**config.mk**
```make
export PLATFORM = sky130hd
export DESIGN_NAME = mult_secuencial
export DESIGN_NICKNAME = d
export VERILOG_FILES = /design/src/rtl/mult_secuencial.sv
export SDC_FILE = /design/constraint.sdc
export NUM_CORES = 1
export LEC_CHECK = 0
export BUFFER_PORTS_ARGS = -buffer_cell sky130_fd_sc_hd__buf_2
export CAP_MARGIN = 40
export CORE_AREA = 2 2 72 91
export DETAILED_ROUTE_END_ITERATION = 10
export DIE_AREA = 0 0 74 93
export MAX_ROUTING_LAYER = met4
export PLACE_DENSITY_LB_ADDON = 0.12
export SLEW_MARGIN = 10
export SYNTH_ARGS = -nofsm -noshare
export SYNTH_HDL_FRONTEND = slang
export SYNTH_SLANG_ARGS = --single-unit
```
**constraint.sdc**
```tcl
create_clock -name clk -period 5.22 [get_ports clk]
set_clock_uncertainty 0.05 [all_clocks]
set_input_delay 0.783 -clock clk [delete_from_list [all_inputs] [get_ports clk]]
set_output_delay 0.783 -clock clk [all_outputs]
set_load 0.1 [all_outputs]
```
**src/rtl/mult_secuencial.sv**
```systemverilog
// Sequential unsigned shift-add multiplier: ANCHO x ANCHO -> 2*ANCHO product, one-cycle listo pulse.
// Optional early termination when the remaining multiplier bits are zero: define MULT_TERMINA_TEMPRANO_EN.
module mult_secuencial #(
  parameter int ANCHO = 8
) (
  input  logic               clk,
  input  logic               rst_n,
  input  logic               inicio,
  input  logic [ANCHO-1:0]   operando_a,
  input  logic [ANCHO-1:0]   operando_b,
  output logic [2*ANCHO-1:0] producto,
  output logic               listo,
  output logic               ocupado
);

  localparam int CW = $clog2(ANCHO + 1);

  typedef enum logic [1:0] {
    IDLE = 2'd0,
    CALC = 2'd1,
    FIN  = 2'd2
  } estado_t;

  estado_t            estado;
  estado_t            estado_sig;
  logic [2*ANCHO-1:0] acumulador;
  logic [2*ANCHO-1:0] multiplicando;
  logic [ANCHO-1:0]   multiplicador;
  logic [CW-1:0]      contador;
  logic               ultimo_paso;

  always_ff @(posedge clk or negedge rst_n) begin
    if (!rst_n) estado <= IDLE;
    else        estado <= estado_sig;
  end

  always_comb begin
    estado_sig  = estado;
`ifdef MULT_TERMINA_TEMPRANO_EN
    // Done once the multiplier bits left after this shift are all zero.
    ultimo_paso = (contador == CW'(ANCHO - 1)) || (multiplicador[ANCHO-1:1] == '0);
`else
    ultimo_paso = (contador == CW'(ANCHO - 1));
`endif
    case (estado)
      IDLE: begin
        if (inicio) begin
`ifdef MULT_TERMINA_TEMPRANO_EN
          estado_sig = (operando_b == '0) ? FIN : CALC;
`else
          estado_sig = CALC;
`endif
        end
      end
      CALC:    if (ultimo_paso) estado_sig = FIN;
      FIN:     estado_sig = IDLE;
      default: estado_sig = IDLE;
    endcase
  end

  assign ocupado = (estado != IDLE);

  always_ff @(posedge clk or negedge rst_n) begin
    if (!rst_n) begin
      producto      <= '0;
      listo         <= 1'b0;
      acumulador    <= '0;
      multiplicando <= '0;
      multiplicador <= '0;
      contador      <= '0;
    end else begin
      listo <= 1'b0;
      case (estado)
        IDLE: begin
          if (inicio) begin
            multiplicando <= {{ANCHO{1'b0}}, operando_a};
            multiplicador <= operando_b;
            acumulador    <= '0;
            contador      <= '0;
          end
        end
        CALC: begin
          if (multiplicador[0]) acumulador <= acumulador + multiplicando;
          multiplicando <= multiplicando << 1;
          multiplicador <= multiplicador >> 1;
          contador      <= contador + 1'b1;
        end
        FIN: begin
          producto <= acumulador;
          listo    <= 1'b1;
        end
        default: ;
      endcase
    end
  end

endmodule

```
==> results by group, run 1 <==
Logic synthesis
  – Cell area after synthesis: 3320 µm²
  – Yosys reg bits: 63
  – YS warnings: 0
  – Cells after Synth: 317
  – Syn avg cell area: 10.5 µm²
  – Number of flops mapped to enable cells by yosys: 0
  – Distinct cell type count after synthesis: 48
  – Syn Nets: 353
  – Async SR Flop Fraction: 100%
  – Most common flop cell mapped by yosys: dfrtp_1
  – Register area share after synthesis: 47.5%

Global routing
  – Vias in the first global route: 2,529
  – Antenna violations before repair: 0
  – GR Layer Usage met1: 28.0%
  – Met3 usage in global routing: 4.53%
  – M2 GR Usage: 36.5%
  – Gr ovfl total: 0
  – First-pass GRT wire length: 11.6 mm
  – Largest net degree at the start of global routing: 64
  – Global Route Usage Sum: 22.6%
  – Most used routing layer: met2

Cells and area
  – Share of cells above drive strength 1: 17.2%
  – NumNets Final: 392
  – P&R area growth vs syn: 13.9%
  – Fillers: 518
  – Post-Layout Inst Area: 3780 µm²
  – Antenna diodes: 0
  – Multi-input combinational cell area: 1650 µm²
  – Reg area: 1580 µm²

Worst setup path
  – Critical Path Start Type: register
  – Max incr delay on CP: 0.37 ns
  – CP Cell Sequence: ha_1 -> inv_1 -> fa_1 -> nor2b_1 -> o31ai_1 -> a211oi_1 -> o211ai_1 -> nor4bb_1 -> a211o_1
  – Worst Setup End Kind: register
  – Worst EP required: 5.39 ns
  – Critical path peak fanout: 4
  – Crit-path slowest cell: dfrtp_1
  – Reg2Reg Capture Point: acumulador[14]
  – R2r setup slk: 2.71 ns
  – WP data arrival: 2.68 ns
  – Reg-to-reg startpoint: multiplicando[0]
  – Critical path class: register to register
  – Worst r2r path cells: 9

Clocking
  – Num CTS Buffers: 9
  – CTS H-tree lvls: 3
  – # clock sinks: 63
  – Clk slew on worst S/H paths: 0.07 ns
  – Post-CTS Setup Bufs: 0
  – CTS tree: yes
  – Hold_buf cts: 0
  – Root Buffer: clkbuf_8
  – Post-cts gate resize count: 0
  – Max Root-Sink Buffers: 2
  – Clk_lat worst skew: 0.33 ns

Route
  – WL final: 6.62 mm
  – Router iterations before antenna repair: 4
  – Antenna Nets Post-Route: 0
  – DRT iter0 DRCs: 155
  – Vias per cell: 5.52
  – DRC: 0
  – WL/cell: 14.8 µm
  – Vias: 2,464

Timing
  – Min Hold Slack: 0.428 ns
  – Fin Setup TNS: 0 ns
  – Measured slew at the worst slew-check pin: 0.773 ns
  – Final critical-path share of the clock period: 48.1%
  – Final Max Slew Viols: 0
  – RSZ-0062 raised after global routing: no
  – Min cycle time layout: 2.51 ns
  – Max Freq: 399 MHz
  – Final Hold Viols: 0
  – Relative slew margins: 48.5%
  – # setup viols final: 0
  – Final WS setup: 2.71 ns

Floorplan
  – Die Wd: 74 µm
  – Chip height: 93 µm
  – Row Count: 32
  – Initial core utilization: 54.9%
  – IO Pins: 37
  – Die ar.: 6880 µm²
  – Core Footprint: 6050 µm²

Place
  – Port bufs: 36
  – DP Area: 3580 µm²
  – DP Wirelength: 4.70 mm
  – Placement Setup Slack: 2.73 ns
  – Routability cong.: 0.878

Hold path
  – Worst hold start: producto[10]
  – Hold depth: 1
  – Worst Hold Class: register to register
  – Hold path endpoint: producto[10]

Status
  – Outcome: finished clean

Flow run
  – Max cap viols: 0
## layout by cell type, fill, tap and decap left out, types with 9 or more instances in the layout
cell type  count
mux2i_1       17
mux2_1        16
a22o_1        14
clkbuf_8      10
dfrtp_1       63
o21ai_1       29
a21oi_1       11
nand2_1       42
nor2_1        11
inv_1          9
ha_1          16
buf_2         36
## Yosys cell counts, types with 3 or more instances
cell type	count	area, µm²
a211oi_1	3	22.5
a21o_1	4	30.0
a21oi_1	11	55.1
a22o_1	14	123
buf_2	4	20.0
clkbuf_1	7	26.3
dfrtp_1	63	1580
ha_1	16	200
inv_1	9	33.8
mux2_1	16	180
mux2i_1	17	170
nand2_1	42	158
nand3_1	5	25.0
nor2_1	11	41.3
nor2b_1	4	25.0
nor3_1	5	25.0
o21a_1	4	30.0
o21ai_0	8	40.0
o21ai_1	29	145
o31ai_1	4	30.0
or3_1	3	18.8
xnor2_1	5	43.8
## how the worst max path moves through the flow
| stage | start | to | slack (ns) | cells past startpoint |
|---|---|---|---|---|
| 5_1_grt | multiplicando[0] | acumulador[14] | 2.54 | 9 |
| 6_report | multiplicando[0] | acumulador[14] | 2.71 | 9 |
| 3_5_place_dp | multiplicando[0] | acumulador[14] | 2.73 | 9 |
| 3_3_place_gp | multiplicando[0] | acumulador[14] | 2.84 | 9 |
| 2_1_floorplan | acumulador[0] | acumulador[14] | 3.00 | 9 |
| 4_1_cts | multiplicando[0] | acumulador[14] | 2.73 | 9 |
## sequential cells by signal, summed over array words and instances (netlist names)
name / flops
multiplicador: 8
acumulador: 16
contador: 4
producto: 16
listo: 1
multiplicando: 16
estado: 2
## worst max-delay path: cells and delay by family (launching register included)
kind	cells	cell delay, ns
buf+inv	1	0.06
flops	1	0.37
simple gates	2	0.41
compound gates	4	0.94
fa+ha+maj	2	0.57
## per-layer routing
layer,part of all wire [%],vias up
li1,-,1227
met1,45,1193
met2,51,35
met3,2.7,9
met4,1.4,0
met5,0,-
## stage by stage
step,instances,util [%]
6_report,446,62.6
5_1_grt,446,62.6
4_1_cts,445,62.4
3_5_place_dp,429,59.2
3_3_place_gp,429,59.2
2_1_floorplan,317,-
## layout make-up
cell class,count,area share (%)
multi-input cells,232,43.7
flip-flops and latches,63,41.7
repair buffers,41,5.86
clock buffers,12,3.84
well taps,85,2.81
clock inverters,4,1.19
inverters,9,0.893
## cell families after synthesis
kind of cell	after synthesis	synth area share, %
AO/OA/AOI/OAI	94	19.1
AND/OR/NAND/NOR	80	11.2
flip-flops	63	47.5
multiplexers	34	10.9
buffers and inverters	22	2.86
adder cells (fa/ha/maj)	17	6.63
XOR/XNOR	7	1.85
Power of run 1 is left out: the tool's default activity adds up to more than one toggle a clock period on the data nets, which glitch-free logic cannot reach.
==> run 2, diff against run 1 <==
clock period = 2.5 ns   (was 5.22 ns; I/O delays follow)
==> run 2 against run 1 <==
Effect of this change: final area rose by 0.66%; worst setup slack got worse by 2.5 ns; critical path depth did not move; flip-flop and latch count did not move; sequential share of layout area fell by 0.27 points; hold slack got worse by 0.23 ns; die area did not move.
==> results by group, run 2 (synthesized netlist as in run 1, its figures left out) <==
Timing
  – Measured slew at the worst slew-check pin: 0.529 ns (was 0.773 ns)
  – Final Max Slew Viols: 0 (unchanged)
  – Final Hold Viols: 0 (unchanged)
  – Final critical-path share of the clock period: 93.5% (was 48.1%)
  – # setup viols final: 0 (unchanged)
  – Relative slew margins: 64.8% (was 48.5%)
  – Final WS setup: 0.162 ns (was 2.71 ns)
  – Max Freq: 428 MHz (was 399 MHz)
  – Min cycle time layout: 2.34 ns (was 2.51 ns)
  – Fin Setup TNS: 0 ns (unchanged)
  – RSZ-0062 raised after global routing: no (unchanged)

Clocking
  – Post-CTS Setup Bufs: 0 (unchanged)
  – CTS tree: yes (unchanged)
  – # clock sinks: 63 (unchanged)
  – Max Root-Sink Buffers: 2 (unchanged)
  – Clk_lat worst skew: 0.35 ns (was 0.33 ns)
  – Clk slew on worst S/H paths: 0.07 ns (about the same)
  – Root Buffer: clkbuf_8 (unchanged)
  – CTS H-tree lvls: 3 (unchanged)
  – Num CTS Buffers: 9 (unchanged)

Route
  – Antenna Nets Post-Route: 0 (unchanged)
  – WL final: 6.74 mm (was 6.62 mm)
  – WL/cell: 15.1 µm (was 14.8 µm)
  – DRC: 0 (unchanged)
  – Vias per cell: 5.59 (was 5.52)
  – DRT iter0 DRCs: 130 (was 155)
  – Vias: 2,504 (was 2,464)
  – Router iterations before antenna repair: 4 (unchanged)

Floorplan
  – Initial core utilization: 54.9% (unchanged)
  – IO Pins: 37 (unchanged)
  – Chip height: 93 µm (unchanged)
  – Row Count: 32 (unchanged)
  – Die Wd: 74 µm (unchanged)
  – Die ar.: 6880 µm² (unchanged)
  – Core Footprint: 6050 µm² (unchanged)

Global routing
  – Antenna violations before repair: 0 (unchanged)
  – First-pass GRT wire length: 11.6 mm (about the same)
  – Vias in the first global route: 2,561 (was 2,529)
  – Global Route Usage Sum: 23.0% (was 22.6%)
  – Largest net degree at the start of global routing: 42 (was 64)
  – Gr ovfl total: 0 (unchanged)

Status
  – Outcome: finished clean (unchanged)

Worst setup path
  – Max incr delay on CP: 0.38 ns (was 0.37 ns)
  – Critical path peak fanout: 3 (was 4)
  – Worst Setup End Kind: register (unchanged)
  – Crit-path slowest cell: dfrtp_1 (unchanged)
  – CP Cell Sequence: ha_1 -> inv_1 -> fa_1 -> nor2b_1 -> o31ai_2 -> a211oi_2 -> o211ai_1 -> nor4bb_1 -> a211o_1 (was ha_1 -> inv_1 -> fa_1 -> nor2b_1 -> o31ai_1 -> a211oi_1 -> o211ai_1 -> nor4bb_1 -> a211o_1)
  – Cell family with most CP delay: compound AO/OA/AOI/OAI gates (unchanged)
  – Buf+Inv Stages, Crit Path: 1 (unchanged)
  – Critical Path Start Type: register (unchanged)
  – WP data arrival: 2.52 ns (was 2.68 ns)
  – Worst EP required: 2.68 ns (was 5.39 ns)
  – Critical path class: register to register (unchanged)

Cells and area
  – Multi-input combinational cell area: 1660 µm² (was 1650 µm²)
  – Fillers: 497 (was 518)
  – Share of cells above drive strength 1: 17.9% (was 17.2%)
  – NumNets Final: 396 (was 392)
  – Reg area: 1580 µm² (unchanged)
  – Largest registers: acumulador: 16 flops, multiplicando: 16 flops, producto: 16 flops (unchanged)
  – Most frequent cells in the layout: dfrtp_1 (63), nand2_1 (42), buf_2 (36) (unchanged)
  – Leading cell type in the layout, fill and taps excluded: dfrtp_1 (unchanged)
  – P&R area growth vs syn: 14.7% (was 13.9%)
  – Antenna diodes: 0 (unchanged)

Flow run
  – Max cap viols: 0 (unchanged)

Place
  – Placement Setup Slack: 0.106 ns (was 2.73 ns)
  – Port bufs: 36 (unchanged)
  – Routability cong.: 0.918 (was 0.878)
  – DP Wirelength: 4.89 mm (was 4.70 mm)

Hold path
  – Worst Hold Class: primary input to register (was register to register)
==> run 2: metrics by stage <==
step | hold WS (ns) | instance area [µm²] | std cells | utilization (%)
6_report | 0.203 | 3810 | 448 | 63.0
5_1_grt | 0.202 | 3810 | 448 | 63.0
4_1_cts | 0.195 | 3800 | 448 | 62.8
3_5_place_dp | 0.331 | 3620 | 433 | 59.9
3_3_place_gp | 0.336 | 3620 | 433 | 59.9
2_1_floorplan | 0.0294 | 3320 | 317 | -
==> run 2: repair_timing <==
item,4_1_cts,5_1_grt
hold endpoints to repair,22,0
hold buffers,1,0
setup endpoints to repair,0,1
gates resized for setup,0,2
==> run 2: per-layer routing <==
metal | GRT usage (%) | part of all wire [%]
met5 | - | 0
met4 | 10.2 | 2.1
met3 | 5.50 | 3.2
met2 | 37.2 | 51
met1 | 27.1 | 44
==> run 2: layout make-up <==
class	count	share of cell area (%)
clock buffers	13	4.17
clock inverters	1	0.131
inverters	9	0.887
multi-input cells	232	43.7
flip-flops and latches	63	41.4
well taps	85	2.79
repair buffers	45	6.90
==> run 2: path summary, 6_finish.rpt <==
kind	from	endpoint	slack, ns	cells after the start
max	multiplicando[0]	acumulador[14]	0.16	9
min	operando_a[0]	multiplicando[0]	0.20	2
max reg2reg	multiplicando[0]	acumulador[14]	0.16	9
min reg2reg	producto[7]	producto[7]	0.43	1
max in group asynchronous	rst_n	acumulador[15]	1.32	3
min in group asynchronous	rst_n	producto[3]	0.49	2
==> run 2: worst register-to-register path: cells and delay by family (launching register included) <==
| family | cells | cell delay (ns) |
|---|---|---|
| simple gates | 2 | 0.37 |
| compound gates | 4 | 0.79 |
| fa+ha+maj | 2 | 0.57 |
| buf+inv | 1 | 0.06 |
| flops | 1 | 0.38 |
Power of run 2 is left out for the same reason.
==> run 3, diff against run 2 <==
GPL_TIMING_DRIVEN = 0   (was default)
==> run 3 against run 2 <==
Effect of this change: worst setup slack lost 0.030 ns; via count fell by 1.1%; critical path depth stayed put; wire length rose by 2.5%; register-to-register slack worse by 0.03 ns; critical path type unchanged.
==> results by group, run 3 (synthesized netlist as in run 1, its figures left out) <==
Floorplan
  – Chip height: 93 µm (unchanged)
  – Row Count: 32 (unchanged)
  – Die Wd: 74 µm (unchanged)
  – Die ar.: 6880 µm² (unchanged)
  – Initial core utilization: 54.9% (unchanged)
  – Core Footprint: 6050 µm² (unchanged)
  – IO Pins: 37 (unchanged)

Place
  – DP Wirelength: 4.95 mm (was 4.89 mm)
  – Port bufs: 36 (unchanged)
  – Routability cong.: 0.837 (was 0.918)
  – DP Area: 3610 µm² (was 3620 µm²)

Cells and area
  – Fillers: 514 (was 497)
  – Reg area: 1580 µm² (unchanged)
  – Share of cells above drive strength 1: 18.1% (was 17.9%)
  – P&R area growth vs syn: 15.4% (was 14.7%)
  – NumNets Final: 401 (was 396)
  – Post-layout util: 63.3% (was 63.0%)
  – Most frequent cells in the layout: dfrtp_1 (63), nand2_1 (42), buf_2 (39) (was dfrtp_1 (63), nand2_1 (42), buf_2 (36))
  – Multi-input combinational cell area: 1670 µm² (was 1660 µm²)
  – Antenna diodes: 0 (unchanged)
  – Leading cell type in the layout, fill and taps excluded: dfrtp_1 (unchanged)
  – Post-Layout Inst Area: 3830 µm² (was 3810 µm²)
  – Largest registers: acumulador: 16 flops, multiplicando: 16 flops, producto: 16 flops (unchanged)

Timing
  – Final critical-path share of the clock period: 94.7% (was 93.5%)
  – # setup viols final: 0 (unchanged)
  – Final Hold Viols: 0 (unchanged)
  – Max Freq: 422 MHz (was 428 MHz)
  – Min cycle time layout: 2.37 ns (was 2.34 ns)
  – Final Max Slew Viols: 0 (unchanged)
  – Relative slew margins: 47.7% (was 64.8%)
  – Measured slew at the worst slew-check pin: 0.784 ns (was 0.529 ns)

Global routing
  – Vias in the first global route: 2,517 (was 2,561)
  – Global Route Usage Sum: 22.9% (was 23.0%)
  – Gr ovfl total: 0 (unchanged)
  – First-pass GRT wire length: 11.7 mm (was 11.6 mm)
  – Antenna violations before repair: 0 (unchanged)
  – Largest net degree at the start of global routing: 64 (was 42)

Worst setup path
  – WP data arrival: 2.55 ns (was 2.52 ns)
  – Reg-to-reg startpoint: acumulador[0] (was multiplicando[0])
  – Crit path launch: acumulador[0] (was multiplicando[0])
  – Critical path peak fanout: 4 (was 3)
  – Worst Setup End Kind: register (unchanged)
  – Critical path class: register to register (unchanged)
  – Worst EP required: 2.68 ns (about the same)
  – Critical Path Start Type: register (unchanged)

Flow run
  – Max cap viols: 0 (unchanged)

Route
  – DRT iter0 DRCs: 93 (was 130)
  – Router iterations before antenna repair: 4 (unchanged)
  – Antenna Nets Post-Route: 0 (unchanged)
  – WL final: 6.91 mm (was 6.74 mm)
  – Vias per cell: 5.44 (was 5.59)
  – DRC: 0 (unchanged)
  – WL/cell: 15.2 µm (was 15.1 µm)
  – Vias: 2,476 (was 2,504)

Hold path
  – Worst Hold Class: primary input to async pin (was primary input to register)

Clocking
  – CTS tree: yes (unchanged)
  – CTS H-tree lvls: 3 (unchanged)
  – Root Buffer: clkbuf_8 (unchanged)
  – Num CTS Buffers: 9 (unchanged)
  – # clock sinks: 63 (unchanged)
  – Clk_lat worst skew: 0.34 ns (was 0.35 ns)
  – Clk slew on worst S/H paths: 0.07 ns (about the same)
  – Max Root-Sink Buffers: 2 (unchanged)

Status
  – Outcome: finished clean (unchanged)
[run 3: area by class of cell]
| type | instances | area share [%] |
|---|---|---|
| Inverter | 9 | 0.882 |
| Timing Repair Buffer | 37 | 4.97 |
| Buffer | 13 | 1.60 |
| Sequential cell | 63 | 41.2 |
| Clock buffer | 12 | 3.79 |
| Tap cell | 85 | 2.78 |
| Clock inverter | 4 | 1.18 |
| Multi-Input combinational cell | 232 | 43.6 |
[run 3: path summary, 6_finish.rpt]
kind / slack, ns / endpoint / cells past startpoint
worst max register to register: 0.13 / acumulador[14] / 9
min in group clk: 0.20 / multiplicando[0] / 2
max in group asynchronous: 1.83 / producto[2] / 1
worst min-delay path: 0.07 / listo / 1
worst max-delay path: 0.13 / acumulador[14] / 9
worst min register to register: 0.43 / producto[12] / 1
[run 3: critical path: stages, from the launching register on]
cell and delay [ns]:
dfrtp_1 0.39, ha_2 0.21, inv_1 0.06, fa_2 0.37, nor2b_4 0.17, o31ai_2 0.10, a211oi_2 0.30, o211ai_1 0.17
nor4bb_1 0.17, a211o_1 0.27
[run 3: routing by layer]
| metal | track usage, % | share of wire (%) | vias up |
|---|---|---|---|
| met5 | - | 0 | - |
| met4 | 10.5 | 2.3 | 0 |
| met3 | 3.23 | 1.9 | 13 |
| met2 | 37.6 | 50 | 33 |
| met1 | 27.4 | 46 | 1188 |
| li1 | - | - | 1242 |
[run 3: stage by stage]
stage	setup WS (ns)	instances	setup TNS, ns	hold WS [ns]
2_1_floorplan	0.283	317	0	0.0294
3_3_place_gp	-0.0958	438	-0.0958	0.411
3_5_place_dp	-0.124	438	-0.124	0.419
4_1_cts	0.0374	454	0	0.0903
5_1_grt	-0.00734	455	-0.00734	0.139
6_report	0.132	455	0	0.0716
[run 3: repair_timing]
item                       4_1_cts  5_1_grt
pin swaps                        0        1
buffers inserted                 0        1
resized for setup                2        5
cloned                           0        0
hold buffers                     0        0
setup endpoints to repair        1        2
Power of run 3 is left out for the same reason.
